<file path="src/rtl/ball_motion.sv">
// Per-ball motion engine: integrates fixed-point velocity once per frame,
// reflects off the table rails, and applies periodic friction until rest.
module ball_motion #(
   parameter int INIT_X        = 100,
   parameter int INIT_Y        = 200,
   parameter int X_MIN         = 32,
   parameter int X_MAX         = 592,
   parameter int Y_MIN         = 32,
   parameter int Y_MAX         = 432,
   parameter int FRICTION_DIV  = 4,
   parameter int FRICTION_STEP = 1
) (
   input  logic               clk,
   input  logic               reset,
   input  logic               startOfFrame,
   input  logic               collisionOccurred,
   input  logic signed [10:0] ballVelXIn,
   input  logic signed [10:0] ballVelYIn,
   input  logic               cueHit,
   input  logic signed [10:0] cueVelX,
   input  logic signed [10:0] cueVelY,
   output logic signed [10:0] ballTopLeftPosX,
   output logic signed [10:0] ballTopLeftPosY,
   output logic signed [10:0] ballVelX,
   output logic signed [10:0] ballVelY,
   output logic               moving,
   output logic               stopped
);

   typedef enum logic [1:0] {IDLE, MOVING, STEP, DECAY} state_t;

   typedef struct packed {
      logic signed [16:0] pos;
      logic signed [10:0] vel;
   } axis_t;

   localparam logic [3:0]         CNT_LAST = 4'(FRICTION_DIV - 1);
   localparam logic signed [11:0] FSTEP    = 12'(FRICTION_STEP);

   state_t             state_q, state_d;
   logic signed [16:0] pos_x_q, pos_x_d, pos_y_q, pos_y_d;
   logic signed [10:0] vel_x_q, vel_x_d, vel_y_q, vel_y_d;
   logic [3:0]         cnt_q, cnt_d;
   logic               moving_q, moving_d;
   logic               stopped_q, stopped_d;

   // Negation that cannot wrap: -(-1024) saturates to +1023.
   function automatic logic signed [10:0] neg_sat(input logic signed [10:0] v);
      return (v == -11'sd1024) ? 11'sd1023 : -v;
   endfunction

   function automatic logic signed [10:0] fric(input logic signed [10:0] v);
      logic signed [11:0] w;
      logic signed [11:0] r;
      w = {v[10], v};
      if (w > FSTEP)       r = w - FSTEP;
      else if (w < -FSTEP) r = w + FSTEP;
      else                 r = 12'sd0;
      return r[10:0];
   endfunction

   function automatic axis_t wall(input axis_t a, input int lo, input int hi);
      axis_t              r;
      logic signed [10:0] ip;
      r  = a;
      ip = a.pos[16:6];
      if (ip < lo) begin
         r.pos = {11'(lo), 6'd0};
         r.vel = neg_sat(a.vel);
      end else if (ip > hi) begin
         r.pos = {11'(hi), 6'd0};
         r.vel = neg_sat(a.vel);
      end
      return r;
   endfunction

   always_comb begin
      axis_t      ax;
      axis_t      ay;
      logic [3:0] cnt_n;
      state_d   = state_q;
      pos_x_d   = pos_x_q;
      pos_y_d   = pos_y_q;
      vel_x_d   = vel_x_q;
      vel_y_d   = vel_y_q;
      cnt_d     = cnt_q;
      stopped_d = 1'b0;
      ax        = '0;
      ay        = '0;
      cnt_n     = '0;
      // Loads pre-empt any frame update, including a coincident startOfFrame.
      if (collisionOccurred || cueHit) begin
         vel_x_d = collisionOccurred ? ballVelXIn : cueVelX;
         vel_y_d = collisionOccurred ? ballVelYIn : cueVelY;
         cnt_d   = '0;
         state_d = (vel_x_d != 0 || vel_y_d != 0) ? MOVING : IDLE;
      end else begin
         case (state_q)
            IDLE:   state_d = IDLE;
            MOVING: if (startOfFrame) state_d = STEP;
            STEP: begin
               pos_x_d = pos_x_q + {{6{vel_x_q[10]}}, vel_x_q};
               pos_y_d = pos_y_q + {{6{vel_y_q[10]}}, vel_y_q};
               state_d = DECAY;
            end
            DECAY: begin
               ax    = wall('{pos: pos_x_q, vel: vel_x_q}, X_MIN, X_MAX);
               ay    = wall('{pos: pos_y_q, vel: vel_y_q}, Y_MIN, Y_MAX);
               cnt_n = (cnt_q >= CNT_LAST) ? 4'd0 : cnt_q + 4'd1;
               if (cnt_n == 4'd0) begin
                  ax.vel = fric(ax.vel);
                  ay.vel = fric(ay.vel);
               end
               pos_x_d = ax.pos;
               pos_y_d = ay.pos;
               vel_x_d = ax.vel;
               vel_y_d = ay.vel;
               cnt_d   = cnt_n;
               if (ax.vel == 0 && ay.vel == 0) begin
                  state_d   = IDLE;
                  stopped_d = 1'b1;
               end else begin
                  state_d = MOVING;
               end
            end
            default: state_d = IDLE;
         endcase
      end
      moving_d = (state_d != IDLE);
   end

   always_ff @(posedge clk) begin
      if (reset) begin
         state_q   <= IDLE;
         pos_x_q   <= {11'(INIT_X), 6'd0};
         pos_y_q   <= {11'(INIT_Y), 6'd0};
         vel_x_q   <= '0;
         vel_y_q   <= '0;
         cnt_q     <= '0;
         moving_q  <= 1'b0;
         stopped_q <= 1'b0;
      end else begin
         state_q   <= state_d;
         pos_x_q   <= pos_x_d;
         pos_y_q   <= pos_y_d;
         vel_x_q   <= vel_x_d;
         vel_y_q   <= vel_y_d;
         cnt_q     <= cnt_d;
         moving_q  <= moving_d;
         stopped_q <= stopped_d;
      end
   end

   assign ballTopLeftPosX = pos_x_q[16:6];
   assign ballTopLeftPosY = pos_y_q[16:6];
   assign ballVelX        = vel_x_q;
   assign ballVelY        = vel_y_q;
   assign moving          = moving_q;
   assign stopped         = stopped_q;

endmodule

</file>
<file path="config.mk">
export PLATFORM = sky130hd
export DESIGN_NAME = ball_motion
export DESIGN_NICKNAME = d
export VERILOG_FILES = /design/src/rtl/ball_motion.sv
export SDC_FILE = /design/constraint.sdc
export NUM_CORES = 1
export LEC_CHECK = 0
export ABC_AREA = 1
export CORE_ASPECT_RATIO = 0.5
export CORE_MARGIN = 2
export CORE_UTILIZATION = 30
export DETAILED_ROUTE_END_ITERATION = 10
export PLACE_DENSITY = 0.53
export SYNTH_ARGS = -nofsm -noshare
export SYNTH_HDL_FRONTEND = slang
export SYNTH_SLANG_ARGS = --single-unit
</file>
<file path="constraint.sdc">
create_clock -name clk -period 5.2 [get_ports clk]
set_clock_uncertainty 0.1 [all_clocks]
set_input_delay 0.78 -clock clk [delete_from_list [all_inputs] [get_ports clk]]
set_output_delay 0.78 -clock clk [all_outputs]
set_load 0.005 [all_outputs]
</file>
# Word-level counts from Yosys, hierarchy flattened
# Index checks and enable logic that the tools add are counted.
# totals
output_inout_bits	46
inputBits	49
register_bits	64
# classes
muxes	35
n_lt_le_gt_ge	9
n_bitwise	2
addsub	9
eq_ne	7
n_reduce_logical	16
# ops
operator	n
two-way mux 28 bit	8
two-way mux 11 bit	18
one-hot mux 17 bit (2 select lines)	2
logical NOT 32 bit	2
nonzero test 32 bit	2
adder 17 bit	2
adder 11 x 2 -> 11 bit, second input constant	2
equality test 11 bit, second input constant	2
> comparator 11 x 2 -> 1 bit, second input constant	2
< comparator 11 x 1 -> 1 bit, second input constant	2
< comparator 11 x 7 -> 1 bit, second input constant	2
negation 11 bit	2
subtractor 11 x 2 -> 11 bit, second input constant	2
> comparator 11 x 10 -> 1 bit, second input constant	1
> comparator 11 bit, second input constant	1
inequality test 4 bit, second input constant	2
one-hot mux 2 bit (4 select lines)	1
AND reduction 3 bit	2
nonzero test 2 bit	3
adder 4 x 1 -> 4 bit, second input constant	1
equality test 2 bit, second input constant	2
>= comparator 4 x 2 -> 1 bit, second input constant	1
logical NOT 4 bit	1
two-way mux 2 bit	2
9 further kinds	13

# Longest topological paths before layout
# Gate-level depths: netlist of run 1.
# depth
word_depth	18
mapped_depth	29
mapped_depth_nobuf	28

# Worst setup path after synthesis of run 1
# No wires, ideal clock.
# synth_timing
path_kind	register to register
start	reg vel_y_q[1] (netlist: ballVelY[1])
end	reg moving_q (netlist: moving)
t_required_ps	4985
path_slack_ps	2160
stages_incl_launch_ff	29
arrival_ps	2825
setup_ps	115
cell_sequence	dfxtp_1 inv_1 ha_1 nand3_1 inv_2 nand3_4 inv_2 nand2_4 inv_2 nor2_8 inv_1 ha_1 nand3_1 nor2_1 nand2_1 nor2_1 nand2_1 nand2_1 inv_1 nand2_1 nand3_1 a21oi_1 nand3_1 nor2_1 nand3_1 nand2_1 nand2_1 nand2_1 nand2_1
# synth_between
elab_chain_cells	18
elab_cells_between_ends	22
# synth_lines
element	line_no	rtl
start, declared	42	logic signed [10:0] vel_x_q, vel_x_d, vel_y_q, vel_y_d;
start signal, assigned	147	vel_y_q <= vel_y_d;
negation 11 bit or equality test 11 bit (tied branches)	49	return (v == -11'sd1024) ? 11'sd1023 : -v;
two-way mux 11 bit	49	
two-way mux 28 bit	70	end else if (ip > hi) begin
two-way mux 28 bit (*)	67	if (ip < lo) begin
two-way mux 28 bit (*)	98	case (state_q)
two-way mux 28 bit (*)	92	if (collisionOccurred || cueHit) begin
adder 11 x 2 -> 11 bit or < comparator 11 x 1 -> 1 bit (tied branches)	57	else if (w < -FSTEP) r = w + FSTEP;
two-way mux 11 bit	57	
(+2 left out)	n/a	
two-way mux 11 bit (*)	98	
two-way mux 11 bit (*)	92	
logical NOT 32 bit (*)	119	if (ax.vel == 0 && ay.vel == 0) begin
logical AND 1 bit (*)	119	
two-way mux 1 bit (*)	119	
one-hot mux 2 bit (4 select lines) (*)	98	
two-way mux 2 bit (*)	92	
nonzero test 2 bit (*)	129	moving_d = (state_d != IDLE);
end signal, assigned	149	moving_q <= moving_d;
end, declared	44	logic moving_q, moving_d;
# Mark *: on every way between the ends. The rest lies on a longest branch, timed or not. The select of a mux whose other input is x is not followed.
# A chain may end at the register's enable or synchronous reset.

# Final worst setup path of run 1
# layout_timing
start	in collisionOccurred
end	reg pos_y_q[16]
# layout_between
elab_chain_cells	3
elab_cells_between_ends	4
# layout_lines
element	line_no	rtl
start, declared	16	input logic collisionOccurred,
logical OR 1 bit (*)	92	
inequality test 4 bit (no source line) or inverter 1 bit (tied branches)	n/a	
AND reduction 3 bit (no source line) (*)	n/a	
end signal, assigned	136	pos_y_q <= {11'(INIT_Y), 6'd0};
end signal, assigned	145	pos_y_q <= pos_y_d;
end, declared	41	logic signed [16:0] pos_x_q, pos_x_d, pos_y_q, pos_y_d;
# Mark *: on every way between the ends. The rest lies on a longest branch, timed or not.

==> flow_summary.json, run 1 <==
{
  "clk_pin_slew_ns": 0.06,
  "setup_viol": 0,
  "worstSetupEndpointType": "flip-flop",
  "crit_path_max_fanout": 24,
  "cp_data_arrival_time_ns": 3.90,
  "wl_per_cell_um": 14.6,
  "cp.required_ns": 5.36,
  "power_density_nw_per_um2": 197,
  "synth_cells": 1181,
  "ys.flop_type": "dfxtp_1",
  "maxCapViolations": 0,
  "yosysMostFrequentCell": "nand2_1",
  "viasPerCell": 4.89,
  "status": "finished, final reports clean",
  "ys.warnings.count": 0,
  "cts_hold_buf": 0,
  "finalSetupTns_ns": 0,
  "grt_pass1_vias": 7212,
  "place_congestion": 0.887,
  "synth_seq_cells": 64,
  "holdWs_ns": 0.345,
  "dr_total_vias": 7606,
  "numCtsBuffers": 9,
  "track_usage_pct": 19.0,
  "fillers": 2472,
  "post_cts_buffers": 0,
  "die_y_um": 112,
  "worst_slew_pin_slew_ns": 1.24,
  "die_area_sq_um": 24600,
  "min_period_ns": 3.74,
  "final_max_slew_viol_count": 0,
  "min_path_type": "flip-flop to flip-flop",
  "synthTopCellsByArea": "nand2_1 23%, dfxtp_1 18%, nand3_1 7.7%",
  "routed_wl_um": 22800,
  "fmax_mhz": 267,
  "grt_max_degree": 53,
  "first_pass_iters": 5,
  "yosysTopAreaCellShare_pct": 22.6,
  "worst-setup-path-type": "primary input to flip-flop",
  "row_count": 39,
  "cts_tree": "built",
  "globalRouteOverflowTotal": 0,
  "final_nets": 1337,
  "antenna_found_initial": 0,
  "syn_area_sq_um": 7000,
  "yosys.area_share.simple_pct": 48.2,
  "final_hold_viol_count": 0,
  "synth_edf_count": 0,
  "cts.sinks": 64,
  "htreeDepth": 3,
  "cts_buffer_depth": 2,
  "muxShareOfSynthArea_pct": 0.286,
  "clock_latency_ns": 0.34,
  "cts_resized": 0,
  "yosys.area.top_type": "nand2_1",
  "synth_top_family_by_area": "simple AND/OR/NAND/NOR gates",
  "drtIter0Drc": 537,
  "syn_avg_cell_area_sq_um": 5.93,
  "start_util_pct": 30.7,
  "timing.final.crit_share_pct": 72.0,
  "cts-root-buf": "clkbuf_16",
  "port_buffers": 94,
  "syn-num-nets": 1273,
  "drive_gt1_share_pct": 11.0,
  "slew_headroom_pct": 16.7,
  "ys_types": 48,
  "synth_top_cells_by_count": "422 x nand2_1, 108 x nand3_1, 92 x nor2_1",
  "synth_compound_area_share_pct": 12.0,
  "drc_errors": 0,
  "final_antenna_net_count": 0,
  "syn_to_final_growth_pct": 19.9,
  "dp_hpwl_um": 18300,
  "grt_pass1_wl_um": 37200,
  "cp-start-kind": "primary input",
  "dieWidth_um": 220,
  "n_antenna_cell": 0,
  "io_pins": 95,
  "rsz0062_at_grt": "false",
  "vdd_ir_drop_max_mv": 0.184,
  "ys_async_sr_fraction_pct": 0,
  "power.leakage_nw": 3.96,
  "synth_xor_area_share_pct": 2.63,
  "core_sq_um": 22800,
  "synth-adder-area-share_pct": 7.90,
  "ys_seq_area_share_pct": 18.3
}
## cell usage in the layout, fill, tap and decap left out, drive strengths merged, types with 14 or more instances in the layout
cell           synthesis  layout
or2                   14      14
a31oi                 26      26
nor2                 109     109
o21ai                 41      41
clkdlybuf4s50          0      93
nand4                 19      19
ha                    41      41
dfxtp                 64      64
nand3                126     126
a21oi                 62      62
xor2                  18      18
inv                  120     123
nand2                445     445
## worst max-delay path: stages
cell and delay, ns:
clkdlybuf4s50_1 0.42, buf_4 0.23, nor2_1 0.25, inv_1 0.35, nor2_1 0.25, o21ai_1 0.09, buf_4 0.21, nor2_2 0.54
buf_4 0.33, a21boi_0 0.20, o21ai_0 0.11, a21oi_1 0.13
## per-layer routing
metal / global-route usage [%] / part of all wire [%]
met1: 26.3 / 49
met2: 31.6 / 46
met5: 0 / 0
met3: 3.17 / 4.2
met4: 2.73 / 0.94
## sequential cells by signal, summed over array words and instances, names as in the netlist
name and cells:
moving 1, ballVelY 11, stopped 1, pos_x_q 17
cnt_q 4, state_q 2, pos_y_q 17, ballVelX 11
## through the flow
stage	area, sq um	cells	power (mW)	util, %	setup slack, ns
6_report	8390	1557	1.65	36.7	1.46
5_1_grt	8390	1557	1.75	36.7	1.00
4_1_cts	8390	1557	1.67	36.7	1.49
3_5_place_dp	8090	1541	1.03	35.4	1.19
3_3_place_gp	8090	1541	1.03	35.4	1.26
2_1_floorplan	7000	1181	0.869	-	2.16
## final cells by class
type                       count  area [sq um]  area share [%]
clock buffer                   9           225            2.68
inverter                     122           458            5.46
tap                          307           384            4.58
multi-input combinational    947          4970            59.3
timing repair buffer         101           988            11.8
clock inverter                 7          78.8           0.939
sequential                    64          1280            15.3
## path summary, 6_finish.rpt
check	end	startpoint	cells past startpoint	slack [ns]
worst max-delay path	pos_y_q[16]	collisionOccurred	12	1.46
worst min-delay path	cnt_q[2]	cnt_q[2]	2	0.35
worst max register to register	moving	ballVelY[1]	28	1.48
worst min register to register	cnt_q[2]	cnt_q[2]	2	0.35
## where the power goes
| group | total [mW] | internal [mW] | switching (mW) |
|---|---|---|---|
| registers | 0.540 | 0.504 | 0.0360 |
| logic | 0.487 | 0.187 | 0.300 |
| clock network | 0.626 | 0.376 | 0.250 |
| total | 1.65 | 1.07 | 0.586 |
## logic make-up after synthesis
| group | count (synthesis) |
|---|---|
| AND/OR/NAND/NOR | 735 |
| buffers and inverters | 170 |
| AO/OA/AOI/OAI | 146 |
| flip-flops | 64 |
| adder cells (fa/ha/maj) | 43 |
| XOR/XNOR | 21 |
| multiplexers | 2 |
Power figures use the tool's default switching activity.
==> inputs of run 2 (changes only) <==
==> constraint.sdc (replaced) <==
create_clock -name clk -period 3.5 [get_ports clk]
set_clock_uncertainty 0.1 [all_clocks]
set_input_delay 0.525 -clock clk [delete_from_list [all_inputs] [get_ports clk]]
set_output_delay 0.525 -clock clk [all_outputs]
set_load 0.005 [all_outputs]
==> run 2 against run 1 <==
Against the previous run: cell area up 5.0%; total power increased by 56%; clock power is 61% higher; critical endpoint is now moving; cell count rose by 2.4%; non-clock buffer count rose by 38; utilization up 1.8 points; routed wire length rose by 3.2%; clock-buffer cell count is 1 higher.
==> flow_summary.json, run 2 (synthesized netlist as in run 1, its figures left out) <==
{
  "cpMostUsedCell": "nand2_1",
  "cp.depth": 24,
  "holdWs_ns": 0.349,
  "dieWidth_um": 220,
  "vdd_ir_drop_max_mv": 0.196,
  "reg2reg_slack_ns": 0.26,
  "total_power_mw": 2.59,
  "grt_pass1_vias": 7040,
  "fmax_mhz": 309,
  "multi_input_area_sq_um": 5070,
  "power.leakage_nw": 4.17,
  "io_pins": 95,
  "rr_worst_depth": 24,
  "slew_headroom_pct": 57.1,
  "dr_total_vias": 7806,
  "final_hold_viol_count": 0,
  "min_path_type": "flip-flop to flip-flop",
  "path_buf_inv": 4,
  "mostFrequentLayoutCell": "nand2_1",
  "drtIter0Drc": 645,
  "wl_per_cell_um": 14.8,
  "critPathTopFamily": "simple AND/OR/NAND/NOR gates",
  "drive_gt1_share_pct": 15.2,
  "cts.sinks": 64,
  "globalRouteOverflowTotal": 0,
  "cp.required_ns": 3.64,
  "start_util_pct": 30.7,
  "core_sq_um": 22800,
  "dp_cells": 1569,
  "cts-root-buf": "clkbuf_16",
  "layout_common_cells": "417 x nand2_1, 106 x nand3_1, 93 x clkdlybuf4s50_1",
  "timing.rr.end": "moving",
  "crit_start": "ballVelX[0]",
  "first_pass_iters": 8,
  "setup_viol": 0,
  "worst-setup-path-type": "flip-flop to flip-flop",
  "dp_hpwl_um": 18900,
  "final_max_slew_viol_count": 0,
  "routed_wl_um": 23500,
  "cts_hold_buf": 0,
  "register_area_sq_um": 1280,
  "slowest_delay_ns": 0.31,
  "htreeDepth": 3,
  "grt_pass1_wl_um": 37300,
  "port_buffers": 94,
  "clock_latency_ns": 0.35,
  "final_antenna_net_count": 0,
  "final_nets": 1375,
  "maxCapViolations": 0,
  "die_area_sq_um": 24600,
  "crit_path_max_fanout": 9,
  "rsz0062_at_grt": "true",
  "layout.cells.non_filler": 1595,
  "r2r_start": "ballVelX[0]",
  "cts_buffer_depth": 2,
  "clk_pin_slew_ns": 0.06,
  "min_period_ns": 3.24,
  "fillers": 2491,
  "cp-start-kind": "flip-flop",
  "grt_max_degree": 30,
  "worst_slew_pin_slew_ns": 0.643,
  "power_density_nw_per_um2": 294,
  "viasPerCell": 4.89,
  "numCtsBuffers": 9,
  "finalSetupTns_ns": 0,
  "status": "finished, final reports clean",
  "cp_data_arrival_time_ns": 3.37,
  "drc_errors": 0,
  "syn_to_final_growth_pct": 25.8,
  "die_y_um": 112,
  "worst_path_max_delay_cell": "dfxtp_1",
  "critPathCapture": "moving",
  "antenna_found_initial": 0,
  "cts_tree": "built",
  "track_usage_pct": 19.1,
  "largestRegisters": "pos_x_q (17), pos_y_q (17)",
  "crit_chain": "inv_2, ha_2, nand2_1, nor2_4, nand3_4, inv_2, nand2_1, nand2_4, clkinvlp_4, ha_1, nand2_1, inv_1, nand2_1, nand2_1, nand4_1, nand3_1, nand2_1, nand3_1, nor2_1, nand3_1, nand2_1, nand2_1, nand2_1, nand2_1",
  "row_count": 39,
  "place_congestion": 0.945,
  "n_antenna_cell": 0,
  "worstSetupEndpointType": "flip-flop",
  "timing.final.crit_share_pct": 92.4
}
run 2: metrics by stage:
stage / setup slack [ns] / cell area (sq um) / utilization, %
floorplan: 0.460 / 7000 / -
global placement: 0.155 / 8300 / 36.3
detailed placement: 0.129 / 8300 / 36.3
CTS: 0.104 / 8630 / 37.8
global route: -0.0632 / 8810 / 38.6
finish: 0.264 / 8810 / 38.6
run 2: routing by layer:
layer / vias up / GRT usage [%] / part of all wire, %
met2: 171 / 31.7 / 46
met4: 0 / 2.95 / 0.98
met3: 18 / 3.09 / 4.8
li1: 4026 / - / -
met5: - / 0 / 0
met1: 3591 / 26.5 / 48
run 2: worst min path at each step:
stage	from	endpoint	slack, ns	cells past startpoint
after floorplan	cnt_q[3]	cnt_q[3]	0.32	2
after global placement	cnt_q[2]	cnt_q[2]	0.33	2
after detailed placement	cnt_q[2]	cnt_q[2]	0.34	2
after CTS	cnt_q[2]	cnt_q[2]	0.35	2
after global routing	cnt_q[3]	cnt_q[3]	0.37	2
final	cnt_q[2]	cnt_q[2]	0.35	2
run 2: cell type report:
class,instances,share of cell area [%]
clock buffer,10,2.71
timing repair buffer,139,14.5
inverter,122,5.27
sequential,64,14.6
tap,307,4.36
multi-input combinational,947,57.6
clock inverter,6,1.05
run 2: repair_timing:
action	4_1_cts	5_1_grt
buffers inserted	0	10
endpoints found under the setup margin	0	4
gates resized for setup	0	29
run 2: worst reg2reg max path, cell delays in order, from the launching register on:
cell	delay, ns
dfxtp_1	0.31
inv_2	0.08
ha_2	0.19
nand2_1	0.09
nor2_4	0.22
nand3_4	0.15
inv_2	0.11
nand2_1	0.10
nand2_4	0.16
clkinvlp_4	0.15
ha_1	0.25
nand2_1	0.11
inv_1	0.07
nand2_1	0.05
nand2_1	0.05
nand4_1	0.08
nand3_1	0.12
nand2_1	0.16
nand3_1	0.10
nor2_1	0.12
nand3_1	0.10
nand2_1	0.07
nand2_1	0.05
nand2_1	0.07
nand2_1	0.06
run 2: where the power goes:
group / total (mW) / switching, mW / internal (mW)
Sequential: 0.771 / 0.0214 / 0.750
Combinational: 0.811 / 0.497 / 0.314
Clock: 1.01 / 0.361 / 0.645
